$ cat src/rtl/fft_sequencer.sv
// ============================================================================
// Module   : fft_sequencer
// Brief    : Control sequencer for a LOG2N-stage radix-2 SDF FFT pipeline.
//            Optional macro FFT_SEQ_BITREV_EN: out_idx_o is the bit-reversed
//            output position (natural frequency order).
// Revision : 1.0 - initial release
// ============================================================================
`default_nettype none

module fft_sequencer #(
  parameter int LOG2N = 5
) (
  input  logic                         clk,
  input  logic                         rst,
  input  logic                         valid_i,
  output logic                         ready_o,
  output logic                         en_o,
  output logic [LOG2N-1:0]             stage_mode_o,
  output logic [LOG2N*(LOG2N-1)-1:0]   tw_idx_o,
  output logic                         valid_o,
  output logic                         sop_o,
  output logic [LOG2N-1:0]             out_idx_o
);

  localparam int c_N    = 1 << LOG2N;
  localparam int c_TW_W = LOG2N - 1;

  typedef enum logic [1:0] {
    S_IDLE  = 2'd0,
    S_RUN   = 2'd1,
    S_HOLD  = 2'd2,
    S_DRAIN = 2'd3
  } state_t;

  state_t           r_state;
  logic [LOG2N-1:0] r_cnt;
  logic [c_N-2:0]   r_tag;

  logic             w_drain;
  logic             w_accept;
  logic             w_cnt_zero;
  logic             w_cnt_last;
  logic [LOG2N-1:0] w_pos;

  assign w_drain    = (r_state == S_DRAIN);
  assign ready_o    = ~w_drain;
  assign en_o       = w_drain | valid_i;
  assign w_accept   = valid_i & ready_o;
  assign w_cnt_zero = (r_cnt == '0);
  assign w_cnt_last = (r_cnt == LOG2N'(c_N - 1));

  always_ff @(posedge clk or negedge rst) begin
    if (!rst) begin
      r_state <= S_IDLE;
      r_cnt   <= '0;
      r_tag   <= '0;
    end else begin
      if (en_o) begin
        r_cnt <= r_cnt + LOG2N'(1);
        r_tag <= {r_tag[c_N-3:0], w_accept};
      end
      case (r_state)
        S_IDLE: begin
          if (w_accept) r_state <= S_RUN;
        end
        S_RUN: begin
          // A frame boundary with no new data flushes only if samples are in flight.
          if (!valid_i) begin
            if (!w_cnt_zero)  r_state <= S_HOLD;
            else if (|r_tag)  r_state <= S_DRAIN;
            else              r_state <= S_IDLE;
          end
        end
        S_HOLD: begin
          if (w_accept) r_state <= S_RUN;
        end
        S_DRAIN: begin
          if (w_cnt_last) r_state <= S_IDLE;
        end
        default: r_state <= S_IDLE;
      endcase
    end
  end

  assign valid_o = en_o & r_tag[c_N-2];
  assign w_pos   = r_cnt + LOG2N'(1);
  assign sop_o   = valid_o & (w_pos == '0);

  // Only the low LOG2N-k bits of each stage's local count are ever observed.
  for (genvar k = 0; k < LOG2N; k++) begin : g_stage
    localparam logic [LOG2N-1:0] c_LAT = LOG2N'(c_N - (1 << (LOG2N - k)));
    logic [LOG2N-1-k:0] w_lc;

    assign w_lc            = r_cnt[LOG2N-1-k:0] - c_LAT[LOG2N-1-k:0];
    assign stage_mode_o[k] = w_lc[LOG2N-1-k];

    if (k < LOG2N - 1) begin : g_tw
      assign tw_idx_o[k*c_TW_W +: c_TW_W] = c_TW_W'(w_lc[LOG2N-2-k:0]) << k;
    end else begin : g_tw_zero
      assign tw_idx_o[k*c_TW_W +: c_TW_W] = '0;
    end
  end

`ifdef FFT_SEQ_BITREV_EN
  for (genvar i = 0; i < LOG2N; i++) begin : g_bitrev
    assign out_idx_o[i] = w_pos[LOG2N-1-i];
  end
`else
  assign out_idx_o = w_pos;
`endif

endmodule

`default_nettype wire
$ cat config.mk
export PLATFORM = sky130hd
export DESIGN_NAME = fft_sequencer
export DESIGN_NICKNAME = d
export VERILOG_FILES = /design/src/rtl/fft_sequencer.sv
export SDC_FILE = /design/constraint.sdc
export NUM_CORES = 1
export LEC_CHECK = 0
export BUFFER_PORTS_ARGS = -buffer_cell sky130_fd_sc_hd__clkbuf_2
export CAP_MARGIN = 20
export CORE_ASPECT_RATIO = 2
export CORE_MARGIN = 3
export CORE_UTILIZATION = 45
export DETAILED_ROUTE_END_ITERATION = 8
export PLACE_DENSITY = 0.68
export SLEW_MARGIN = 20
export SYNTH_ARGS = -nofsm -noshare
export SYNTH_HDL_FRONTEND = slang
export SYNTH_SLANG_ARGS = --single-unit
$ cat constraint.sdc
create_clock -name clk -period 4.8 [get_ports clk]
set_clock_uncertainty 0.2 [all_clocks]
set_input_delay 0.24 -clock clk [delete_from_list [all_inputs] [get_ports clk]]
set_output_delay 0.24 -clock clk [all_outputs]
set_load 0.01 [all_outputs]
# Word level (Yosys, flattened, before mapping)

Index checks and enable logic that the tools add are counted.

Equal/unequal tests: 7
Bitwise gates (word level): 5
Multiplexer cells: 6
$add $sub $neg: 1
Reductions and logical operators: 6

Operators by type and width:

| operator                                                                | count |
|---|---|
| 31-bit OR reduction                                                     | 1 |
| 5-bit logical NOT                                                       | 2 |
| 2-bit 2-to-1 mux                                                        | 5 |
| 2-bit one-hot mux with 3 select lines                                   | 1 |
| 5-bit by 1-bit adder with 5-bit output, second input constant           | 1 |
| 5-bit equality test, second input constant                              | 1 |
| 2-bit equality test, second input constant                              | 2 |
| 2-bit by 1-bit inequality test with 1-bit output, second input constant | 2 |
| 1-bit AND                                                               | 3 |
| 3-bit AND reduction                                                     | 1 |
| 2-bit by 1-bit equality test with 1-bit output, second input constant   | 1 |
| 2-bit logical NOT                                                       | 1 |
| 2-bit inequality test, second input constant                            | 1 |
| 2-bit OR reduction                                                      | 1 |
| 1-bit NOT                                                               | 1 |
| 1-bit OR                                                                | 1 |

Output and inout bits: 34
Bits of input ports: 3
Register bits after elaboration: 38
Logic and storage cells: 28

# Logic depth before layout (Yosys ltp)

Gate-level depths: netlist of the first run.

Word-level depth: 5
Depth in mapped cells: 6
Gate-level depth less buffers: 6

# Least setup slack after synthesis of the first run

No wires, ideal clock.

Kind: register -> output
From: register r_cnt[1]
To: output port sop_o
Arrival: 1.672 ns
Required time: 4.360 ns
Buffers on the path: 0
Cell stages (with the launch flop): 7
Path slack: 2.688 ns
Cells stage by stage: dfrtp_1 -> ha_1 -> and3_2 -> ha_1 -> nor3b_1 -> nand2_1 -> nor2_1

Longest elaborated chain between the ends: 3

Ends and longest elaborated chain:

| what                                   | line | source |
|---|---|---|
| from (decl)                            | 36   | `logic [LOG2N-1:0] r_cnt;` |
| from (signal assigned)                 | 59   | `r_cnt <= r_cnt + LOG2N'(1);` |
| 5-bit by 1-bit adder with 5-bit output | 86   | `assign w_pos = r_cnt + LOG2N'(1);` |
| named net out_idx_o[4]                 | 22   | `output logic [LOG2N-1:0] out_idx_o` |
| 5-bit logical NOT                      | 87   | `assign sop_o = valid_o & (w_pos == '0);` |
| 1-bit AND                              | 87   |  |
| to (decl)                              | 21   | `output logic sop_o,` |

The timed path passes the listed nets, and every way through them passes these cells.

# Worst setup path in the final report of the first run

From: register r_cnt[0]
To: output port sop_o

Longest elaborated chain between the ends: 3

Ends and longest elaborated chain:

| what                                   | line |
|---|---|
| 5-bit by 1-bit adder with 5-bit output | 86 |
| 5-bit logical NOT                      | 87 |
| 1-bit AND                              | 87 |

No other way between the ends.

==> summary.md, run 1 <==
| Metric | Value |
|---|---|
| IO Port Bufs | 26 |
| Slew @ Worst Pin | ~930 ps |
| Comb pwr share | between 30% and 40% |
| Post-synth EDFFs | 0 |
| Worst reg-to-reg setup slack | roughly 2700 ps |
| Worst hold path startpoint | valid_i |
| Flops & latches, synth | 38 |
| Vias | between 1000 and 1500 |
| H-tree Lvls | 2 |
| Clock slew at reported path FFs | 80 ps |
| Pin count of the biggest net entering global routing | 39 |
| CTS tree | done |
| Antenna Nets Post-Route | 0 |
| Clock Path Buffers | 2 |
| Die width | ~51 um |
| Setup Viol. Count Final | 0 |
| I/O pin cnt | 37 |
| Num CTS Buffers | 5 |
| Ys flop type | dfrtp_1 |
| Startpoint type of the worst setup path | flop |
| Clock power share | a little under a fifth |
| Leak | 1.09 nW |
| Cell accounting for the most synthesized area | dfrtp_1 |
| Hold Violations, Final | 0 |
| Status | completed |
| Worst path arrival time | approximately 2100 ps |
| Synth top area cells | dfrtp_1, nand2_1, buf_4, ha_1, nor4_1 |
| Initial antenna violation count | 0 |
| Async SR Flop Fraction | 100% |
| Compound-cell area share of the yosys netlist | under 10% |
| Post-synthesis mux area share | less than 1% |
| Hold_buf cts | 1 |
| Post-DR vias/cell | ~4.7 |
| Share of cells above drive strength 1 | about 18% |
| Resized cells post-CTS | 0 |
| Adder-cell area share of the yosys netlist | under 10% |
| Xor/xnor cell area share of the yosys netlist | around 2.4% |
| Root Driver | clkbuf_8 |
| Fin. max-slew vios | 0 |
| Int Power | 0.827 mW |
| Switch share | 40.1% |
| Clk Latency, worst-skew pair | a little under 300 ps |
| Largest family of logic cells by synthesized area | simple AND/OR/NAND/NOR gates |
| Cells after synthesis | slightly above 200 |
| Seq pwr share | a little over two fifths |
| Area Overhead vs Synth | 9.24% |
| Gr ovfl total | 0 |
| Crit Reg-Reg Endpoint | r_cnt[2]$_DFFE_PN0N_ |
| Register-to-Register Path Depth | 4 |
| WHS Path Cells | 2 |
| Highest net fanout along the worst path | 10 |
| Avg Synthesized Cell Area | between 8 and 9 sq um |
| Setup CP Type | reg -> out |
| Simple-gate area share of the yosys netlist | about 27% |
| First-pass GRT wire length | 5.55 mm |
| Post-Route Utilization | 51.2% |
| Crit. End Element | output pin |
| Final wirelength | around 3.2 mm |
| Die area | approximately 0.0048 sq mm |
| Synth warnings | 0 |
| Nets | ~230 |
| Core ar. | roughly 0.0038 sq mm |
| Slew HR | 38.0% |
| TritonCTS Sinks | 38 |
| RSZ-0062 raised after global routing | false |
| Post-synthesis instance area | 0.00180 sq mm |
| Library cells used by synthesis | 27 |
| Row count | 32 |
| Number of global-route vias before repair | between 1000 and 1500 |
| First-pass iteration count of the detailed router | 6 |
| Tot GR Track Use | between 10% and 20% |
| Min cycle time layout | 2530 ps |
| Ant diodes | 0 |
| Routed WL per cell | 11.9 um |
| Max-cap violations | 0 |
| Post-CTS Setup Repair Bufs | 0 |
| DR DRC count | 0 |
| Fin Setup TNS | 0 ps |
| Sequential area share after synthesis | 52.8% |
| Sw power | between 0.5 and 0.6 mW |
| Dpl hpwl | around 2.3 mm |
| Required time of the critical path | 4360 ps |
| Initial Util | a little under half |
| 1st-iter DRT viols | 39 |
| Reg2reg start | r_state[0]$_DFFE_PN0P_ |
| Max rail drop VDD | about 0.26 mV |
| Crit share post-route | a little over half |
| GP Congestion | approximately 0.7 |
| Die Ht | between 90 and 100 um |
| HP Class | in -> reg |
| Peak Freq | about 0.4 GHz |
| PwrDens | 702 mW/mm^2 |
| Synth top area share | 52.8% |
| Worst Hold End | r_state[1]$_DFFE_PN0P_ |
## worst max-delay path, cell delays in order, from the launching register on
cell and delay, ps:
dfrtp_1 490, ha_1 260, and3_2 210, ha_1 300, nor3b_1 220, nand2_1 70, nor2_1 90, clkbuf_2 130
## flip-flops by register name, summed over array words and instances (netlist names)
| signal | count |
|---|---|
| r_state | 2 |
| r_cnt | 5 |
| r_tag | 31 |
## layout by cell type (no fill, tap or decap), types with 2 or more instances in the layout
cell,instances
clkbuf_8,5
ha_1,4
clkinv_2,2
o21ai_0,2
clkbuf_2,26
nor4_1,7
dfrtp_1,38
nand2_1,95
nor2_1,5
nand4_1,2
xnor2_1,3
conb_1,10
inv_1,3
xor2_1,2
## metal layers
metal  track usage (%)  vias to the layer above  wire length, um
li1                  -                      643                -
met1              16.9                      588             1310
met2              27.2                       28             1730
met3              2.82                        6              111
met4              8.76                        0               89
met5                 0                        -                0
## cell families after synthesis
family	count (synthesis)
fa+ha+maj	4
buf+inv	31
flops	38
simple gates	116
other cells	1
compound gates	7
mux	1
xor+xnor	5
## synth_stat cells (2+ instances only)
| cell type | instances |
|---|---|
| xnor2_1 | 3 |
| dfrtp_1 | 38 |
| nand2_1 | 95 |
| inv_1 | 3 |
| nand4_1 | 2 |
| buf_4 | 21 |
| xor2_1 | 2 |
| o21ai_0 | 2 |
| nor2_1 | 5 |
| nor4_1 | 7 |
| buf_2 | 6 |
| ha_1 | 4 |
## area by class of cell
cell class	count	area [sq um]
repair buffers	28	148
multi-input cells	143	682
fillers	388	1880
well taps	51	63.8
flip-flops and latches	38	951
clock buffers	5	68.8
inverters	4	15.0
clock inverters	3	40.0
## how the worst max path moves through the flow
stage / start / end / slack [ps] / depth (start not counted)
floorplan: r_cnt[1]$_DFFE_PN0N_ / sop_o / 2690 / 6
global placement: r_cnt[0]$_DFFE_PN0N_ / sop_o / 2620 / 7
detailed placement: r_cnt[0]$_DFFE_PN0N_ / sop_o / 2580 / 7
CTS: r_cnt[0]$_DFFE_PN0N_ / sop_o / 2240 / 7
global route: r_cnt[0]$_DFFE_PN0N_ / sop_o / 2080 / 7
finish: r_cnt[0]$_DFFE_PN0N_ / sop_o / 2270 / 7
## stage by stage
stage                     total power, mW  hold slack (ps)  instance area, sq um  cells  setup slack [ps]
after floorplan                      1.00             -256                  1840    212              2690
after global placement               1.12              212                  1850    263              2620
after detailed placement             1.13              227                  1850    263              2580
after CTS                            1.40             1.84                  1970    272              2240
after global routing                 1.50             8.02                  1970    272              2080
final                                1.38             11.2                  1970    272              2270
## power groups by stage
stage | Clock [mW] | Sequential [mW] | Combinational [mW]
floorplan | 0 | 0.581 | 0.422
global placement | 0 | 0.606 | 0.519
detailed placement | 0 | 0.609 | 0.523
CTS | 0.274 | 0.603 | 0.527
global route | 0.285 | 0.629 | 0.589
finish | 0.264 | 0.602 | 0.515
Note: power is estimated with default switching activity, not from simulation.
==> inputs of run 2 (changes only) <==
==> constraint.sdc (replaced) <==
create_clock -name clk -period 2.63 [get_ports clk]
set_clock_uncertainty 0.2 [all_clocks]
set_input_delay 0.1315 -clock clk [delete_from_list [all_inputs] [get_ports clk]]
set_output_delay 0.1315 -clock clk [all_outputs]
set_load 0.01 [all_outputs]
==> run 2 against run 1 <==
First-iteration DRC count fell by 31%. Clock power rose by 81%. Count of clock-buffer cells in the layout is the same. Highest routed layer unchanged. Non-clock buffer count is 2 higher. Sequential share of layout area decreased by 0.43 points. Design area rose by 0.89%. Wire length up 2.0%.
==> summary.md, run 2 (synthesis gave the netlist of run 1 again) <==
| Metric | Value |
|---|---|
| Status | completed |
| Fill count | 378 (-2.6%) |
| Hold Violations, Final | 0 (unchanged) |
| Core ar. | 0.00384 sq mm (unchanged) |
| Largest register FFs | 31 (unchanged) |
| 1st-iter DRT viols | 27 (-31%) |
| Post-DR vias/cell | 4.78 (+2.8%) |
| Slew HR | 39.5% (+1.5 points) |
| Gr ovfl total | 0 (unchanged) |
| Reg2reg start | r_state[0]$_DFFE_PN0P_ |
| Share of cells above drive strength 1 | 18.4% (+0.29 points) |
| Num CTS Buffers | 5 (unchanged) |
| Leak | 1.10 nW (+0.86%) |
| PwrDens | 1270 mW/mm^2 (+82%) |
| Post-CTS Setup Repair Bufs | 0 (unchanged) |
| Antenna Nets Post-Route | 0 (unchanged) |
| Setup Viol. Count Final | 0 (unchanged) |
| CTS tree | done |
| Register-to-Register Path Depth | 4 (unchanged) |
| Switch share | 40.1% (about the same) |
| Die area | 0.00484 sq mm (unchanged) |
| Clock power share | 18.9% (-0.2 points) |
| IO Port Bufs | 26 (unchanged) |
| Startpoint type of the worst setup path | flop |
| Pin count of the biggest net entering global routing | 39 (unchanged) |
| Initial antenna violation count | 0 (unchanged) |
| Worst path arrival time | 2030 ps (-60 ps) |
| H-tree Lvls | 2 (unchanged) |
| Die Ht | 95.5 um (unchanged) |
| Clock slew at reported path FFs | 70 ps (about the same) |
| Min cycle time layout | between 2000 and 2500 ps |
| First-pass iteration count of the detailed router | 4 (-2) |
| Commonest non-fill, non-tap cells in the layout | nand2_1, dfrtp_1, clkbuf_2 |
| TritonCTS Sinks | 38 (unchanged) |
| GP Congestion | 0.747 (+8.0%) |
| Biggest regs | r_tag: 31 flops, r_cnt: 5 flops, r_state: 2 flops |
| Vias | 1310 (+3.6%) |
| Number of global-route vias before repair | 1293 (+4.6%) |
| Initial Util | 46.9% (unchanged) |
| Row count | 32 (unchanged) |
| Max-cap violations | 0 (unchanged) |
| Required time of the critical path | 2300 ps (-2060 ps) |
| Crit share post-route | 89.7% |
| Seq pwr share | 43.7% (about the same) |
| Final wirelength | 3.31 mm (+2.0%) |
| Biggest register | r_tag |
| Commonest non-fill, non-tap cell in the layout | nand2_1 |
| HP Class | in -> async |
| Worst Setup SP | r_cnt[0]$_DFFE_PN0N_ |
| Post-Route Utilization | 51.7% (+0.46 points) |
| Ant diodes | 0 (unchanged) |
| Fin Setup TNS | 0 ps (unchanged) |
| Slew @ Worst Pin | 907 ps (-22.9 ps) |
| Highest net fanout along the worst path | 10 (unchanged) |
| Sw power | 1.02 mW (+83%) |
| I/O pin cnt | 37 (unchanged) |
| Setup CP Type | reg -> out |
| RSZ-0062 raised after global routing | false |
| Peak Freq | around 0.42 GHz |
| DR DRC count | 0 (unchanged) |
| Clock Path Buffers | 2 (unchanged) |
| Nets | 229 (+0.88%) |
| Clk Latency, worst-skew pair | 290 ps (about the same) |
| First-pass GRT wire length | 5.69 mm (+2.5%) |
| Fin. max-slew vios | 0 (unchanged) |
| Routed WL per cell | 12.1 um (+1.2%) |
| Int Power | 1.52 mW (+83%) |
| Comb pwr share | 37.3% (about the same) |
| Area Overhead vs Synth | 10.2% |
| Dpl hpwl | 2.42 mm (+6.7%) |
| Die width | 50.7 um (unchanged) |
| Total power draw | 2.53 mW (+83%) |
| Tot GR Track Use | 15.8% (+0.41 points) |
| Root Driver | clkbuf_8 |
| Crit. End Element | output pin |
| Max rail drop VDD | 0.480 mV (+83%) |
==> run 2: cell count changes in the layout (fill, tap and decap cells not counted) <==
cell | previous run | this run
dlygate4sd3_1 | 1 | 2
buf_4 | 1 | 2
==> run 2: final timing paths <==
path | end | slack (ps)
worst max-delay path | sop_o | 270
max in group asynchronous | r_tag[9]$_DFFE_PN0N_ | 1360
worst min register to register | r_tag[13]$_DFFE_PN0N_ | 290
worst min-delay path | r_cnt[0]$_DFFE_PN0N_ | 290
worst max register to register | r_cnt[2]$_DFFE_PN0N_ | 810
min in group clk | r_tag[13]$_DFFE_PN0N_ | 290
==> run 2: power groups by stage <==
stage / registers [mW] / clock network [mW] / logic (mW)
after global routing: 1.15 / 0.518 / 1.08
after global placement: 1.11 / 0 / 0.955
after detailed placement: 1.12 / 0 / 0.967
after CTS: 1.11 / 0.493 / 0.972
final: 1.11 / 0.479 / 0.945
after floorplan: 1.06 / 0 / 0.769
==> run 2: final cells by class <==
cell class | count | area, sq um | share of cell area, %
clock inverters | 3 | 40.0 | 2.02
multi-input cells | 143 | 682 | 34.3
repair buffers | 30 | 165 | 8.32
flip-flops and latches | 38 | 951 | 47.9
clock buffers | 5 | 68.8 | 3.47
inverters | 4 | 15.0 | 0.756
well taps | 51 | 63.8 | 3.21
==> run 2: metal layers <==
metal	vias up	track usage [%]	share of wire (%)
met5	-	0	0
met2	28	28.7	56
met3	6	2.82	3.3
li1	648	-	-
met4	0	9.44	3.0
met1	628	16.4	38
==> run 2: per-stage QoR <==
stage / cell area (sq um) / instances / worst slack (ps) / hold slack, ps
final: 1990 / 274 / 272 / 288
after global routing: 1990 / 274 / 48.0 / 318
after CTS: 1990 / 274 / 248 / 290
after detailed placement: 1860 / 264 / 572 / 109
after global placement: 1860 / 264 / 597 / 104
after floorplan: 1840 / 212 / 626 / -364
==> run 2: worst max-delay path: stages (launching register included) <==
cell and delay [ps]:
dfrtp_1 480, ha_1 260, and3_2 220, ha_1 300, nor3b_1 180, nand2_1 70, nor2_1 90, clkbuf_2 140
==> run 2: what timing repair did <==
| action | 4_1_cts | 5_1_grt |
|---|---|---|
| setup endpoints to repair | 0 | 0 |
| hold buffers | 2 | 0 |
| resized for setup | 0 | 0 |
| hold endpoints to repair | 40 | 0 |
==> inputs of run 3 (changes only) <==
--- a/config.mk
+++ b/config.mk
@@ -7,7 +7,6 @@
 export LEC_CHECK = 0
 export BUFFER_PORTS_ARGS = -buffer_cell sky130_fd_sc_hd__clkbuf_2
 export CAP_MARGIN = 20
-export CORE_ASPECT_RATIO = 2
 export CORE_MARGIN = 3
 export CORE_UTILIZATION = 45
 export DETAILED_ROUTE_END_ITERATION = 8
==> run 3 against run 2 <==
Cell count decreased by 1.5%. Utilization increased by 0.098 points. Die area decreased by 0.95%. Non-clock buffer count unchanged. Hold slack improved by 7.6 ps. Sequential share of layout area increased by 0.83 points. Design area decreased by 1.7%. Setup slack got worse by 47 ps. Count of clock-buffer cells in the layout unchanged. Wire length decreased by 4.6%. Clock power decreased by 22%. Largest power group unchanged.
==> summary.md, run 3 (synthesis gave the netlist of run 1 again) <==
| Metric | Value |
|---|---|
| Status | completed |
| H-tree Lvls | 2 (unchanged) |
| Initial antenna violation count | 0 (unchanged) |
| Die Ht | 69.3 um (-27%) |
| Vias | 1287 (-1.8%) |
| Fin Setup TNS | 0 ps (unchanged) |
| Initial Util | 47.8% (+0.90 points) |
| Max rail drop VDD | 0.530 mV (+10%) |
| Placed cells | 261 (-1.1%) |
| Max-cap violations | 0 (unchanged) |
| Int Power | 1.41 mW (-6.7%) |
| HP Class | in -> async |
| Fin. max-slew vios | 0 (unchanged) |
| Die area | 0.00480 sq mm (-0.95%) |
| Slew @ Worst Pin | 928 ps (+20.6 ps) |
| Switch share | 41.3% (+1.2 points) |
| Crit share post-route | 91.4% (+1.8 points) |
| Final wirelength | 3.15 mm (-4.6%) |
| FF+latch area | 951 sq um (unchanged) |
| Worst path most repeated cell | ha_1 |
| Worst path arrival time | 2070 ps (+40 ps) |
| Min cycle time layout | 2410 ps (+47.1 ps) |
| Comb pwr share | 39.0% (+1.7 points) |
| Seq pwr share | 45.4% (+1.7 points) |
| Share of cells above drive strength 1 | 18.0% (-0.37 points) |
| GP Congestion | 0.758 (+1.5%) |
| Worst path cell trace | ha_1 -> and3_2 -> ha_1 -> nor3b_1 -> nand2_1 -> nor2_1 -> clkbuf_2 |
| Clk Latency, worst-skew pair | 300 ps (about the same) |
| Crit path max-delay family | simple AND/OR/NAND/NOR gates |
| Clock Path Buffers | 2 (unchanged) |
| Leak | 1.08 nW (-1.3%) |
| CTS tree | done |
| Die width | 69.3 um (+37%) |
| Antenna Nets Post-Route | 0 (unchanged) |
| I/O pin cnt | 37 (unchanged) |
| Clock power share | 15.6% (-3.3 points) |
| TritonCTS Sinks | 38 (unchanged) |
| Non-Filler Instances | 270 (-1.5%) |
| DR DRC count | 0 (unchanged) |
| Dpl hpwl | 2.11 mm (-13%) |
| Highest net fanout along the worst path | 10 (unchanged) |
| Gr ovfl total | 0 (unchanged) |
| IO Port Bufs | 26 (unchanged) |
| 1st-iter DRT viols | 87 (+220%) |
| Post-DR vias/cell | 4.77 (-0.30%) |
| Hold Violations, Final | 0 (unchanged) |
| Core ar. | 0.00377 sq mm (-1.9%) |
| Fill count | 348 (-7.9%) |
| Nets | 229 (unchanged) |
| Root Driver | clkbuf_8 |
| Crit. End Element | output pin |
| Pin count of the biggest net entering global routing | 39 (unchanged) |
| Largest register FFs | 31 (unchanged) |
| Ant diodes | 0 (unchanged) |
| Setup CP Type | reg -> out |
| Worst path max stage delay | 490 ps (about the same) |
| RSZ-0062 raised after global routing | false |
| Setup Viol. Count Final | 0 (unchanged) |
| Biggest register | r_tag |
| Sw power | 0.996 mW (-1.9%) |
| Commonest non-fill, non-tap cell in the layout | nand2_1 |
| Required time of the critical path | 2300 ps (about the same) |
| Tot GR Track Use | 14.2% (-1.6 points) |
| Slowest CP cell | dfrtp_1 |
| Peak Freq | 0.416 GHz (-2.0%) |
| PwrDens | 1240 mW/mm^2 (-3.1%) |
| First-pass iteration count of the detailed router | 4 (unchanged) |
| Num CTS Buffers | 5 (unchanged) |
| Multi-input combinational cell area | 682 sq um (unchanged) |
| Biggest regs | r_tag: 31 flops, r_cnt: 5 flops, r_state: 2 flops |
| Slew HR | 38.1% (-1.4 points) |
| Clock slew at reported path FFs | 70 ps (about the same) |
| Area Overhead vs Synth | 8.33% |
| Routed WL per cell | 11.7 um (-3.2%) |
| Row count | 22 (-31%) |
| CP bufs+invs | 1 (unchanged) |
| Startpoint type of the worst setup path | flop |
| Number of global-route vias before repair | 1246 (-3.6%) |
| Commonest non-fill, non-tap cells in the layout | nand2_1, dfrtp_1, clkbuf_2 |
| First-pass GRT wire length | 5.48 mm (-3.6%) |
run 3: cell types whose count changed in the layout (fill, tap and decap cells not counted), sizes merged:
| cell | change |
|---|---|
| bufinv | -1 |
run 3: worst paths after layout:
path / start / slack [ps] / to / cells past startpoint
max: r_cnt[0]$_DFFE_PN0N_ / 220 / sop_o / 7
min: rst / 300 / r_cnt[2]$_DFFE_PN0N_ / 2
max reg2reg: r_cnt[0]$_DFFE_PN0N_ / 840 / r_state[1]$_DFFE_PN0P_ / 5
min reg2reg: r_tag[25]$_DFFE_PN0N_ / 300 / r_tag[25]$_DFFE_PN0N_ / 2
max in group asynchronous: rst / 1350 / r_tag[9]$_DFFE_PN0N_ / 2
min in group clk: r_tag[25]$_DFFE_PN0N_ / 300 / r_tag[25]$_DFFE_PN0N_ / 2
run 3: per-stage QoR:
stage	total power, mW	util [%]	setup WS [ps]	cell area, sq um	hold slack [ps]
CTS	2.45	51.8	197	1950	295
detailed placement	2.06	49.1	535	1850	120
global placement	2.04	49.1	598	1850	112
global route	2.63	51.8	48.5	1950	311
floorplan	1.83	-	626	1840	-364
finish	2.41	51.8	225	1950	296
run 3: repair_timing:
item / 4_1_cts / 5_1_grt
hold endpoints to repair: 40 / 0
gates resized for setup: 0 / 0
hold buffers: 2 / 0
buffers inserted: 0 / 0
run 3: power groups by stage:
stage | clock network [mW] | registers [mW] | logic, mW
floorplan | 0 | 1.06 | 0.769
global placement | 0 | 1.10 | 0.944
detailed placement | 0 | 1.10 | 0.954
CTS | 0.394 | 1.09 | 0.960
global route | 0.417 | 1.14 | 1.08
finish | 0.376 | 1.10 | 0.939
run 3: area by class of cell:
type                       count  share of cell area, %
clock inverter                 2                  0.513
inverter                       4                  0.769
timing repair buffer          30                   8.46
multi-input combinational    143                   34.9
clock buffer                   5                   3.53
tap                           48                   3.08
sequential                    38                   48.7
run 3: layer usage:
metal,routed length [um],GRT usage (%),vias up
met5,0,0,-
li1,-,-,650
met2,1510,22.1,21
met1,1440,17.5,609
met4,83,8.46,0
met3,127,3.62,7
run 3: worst register-to-register path: stages (launching register included):
cell	delay, ps
dfrtp_1	490
inv_1	120
ha_1	140
or4b_4	460
a22oi_1	190
o31ai_1	90
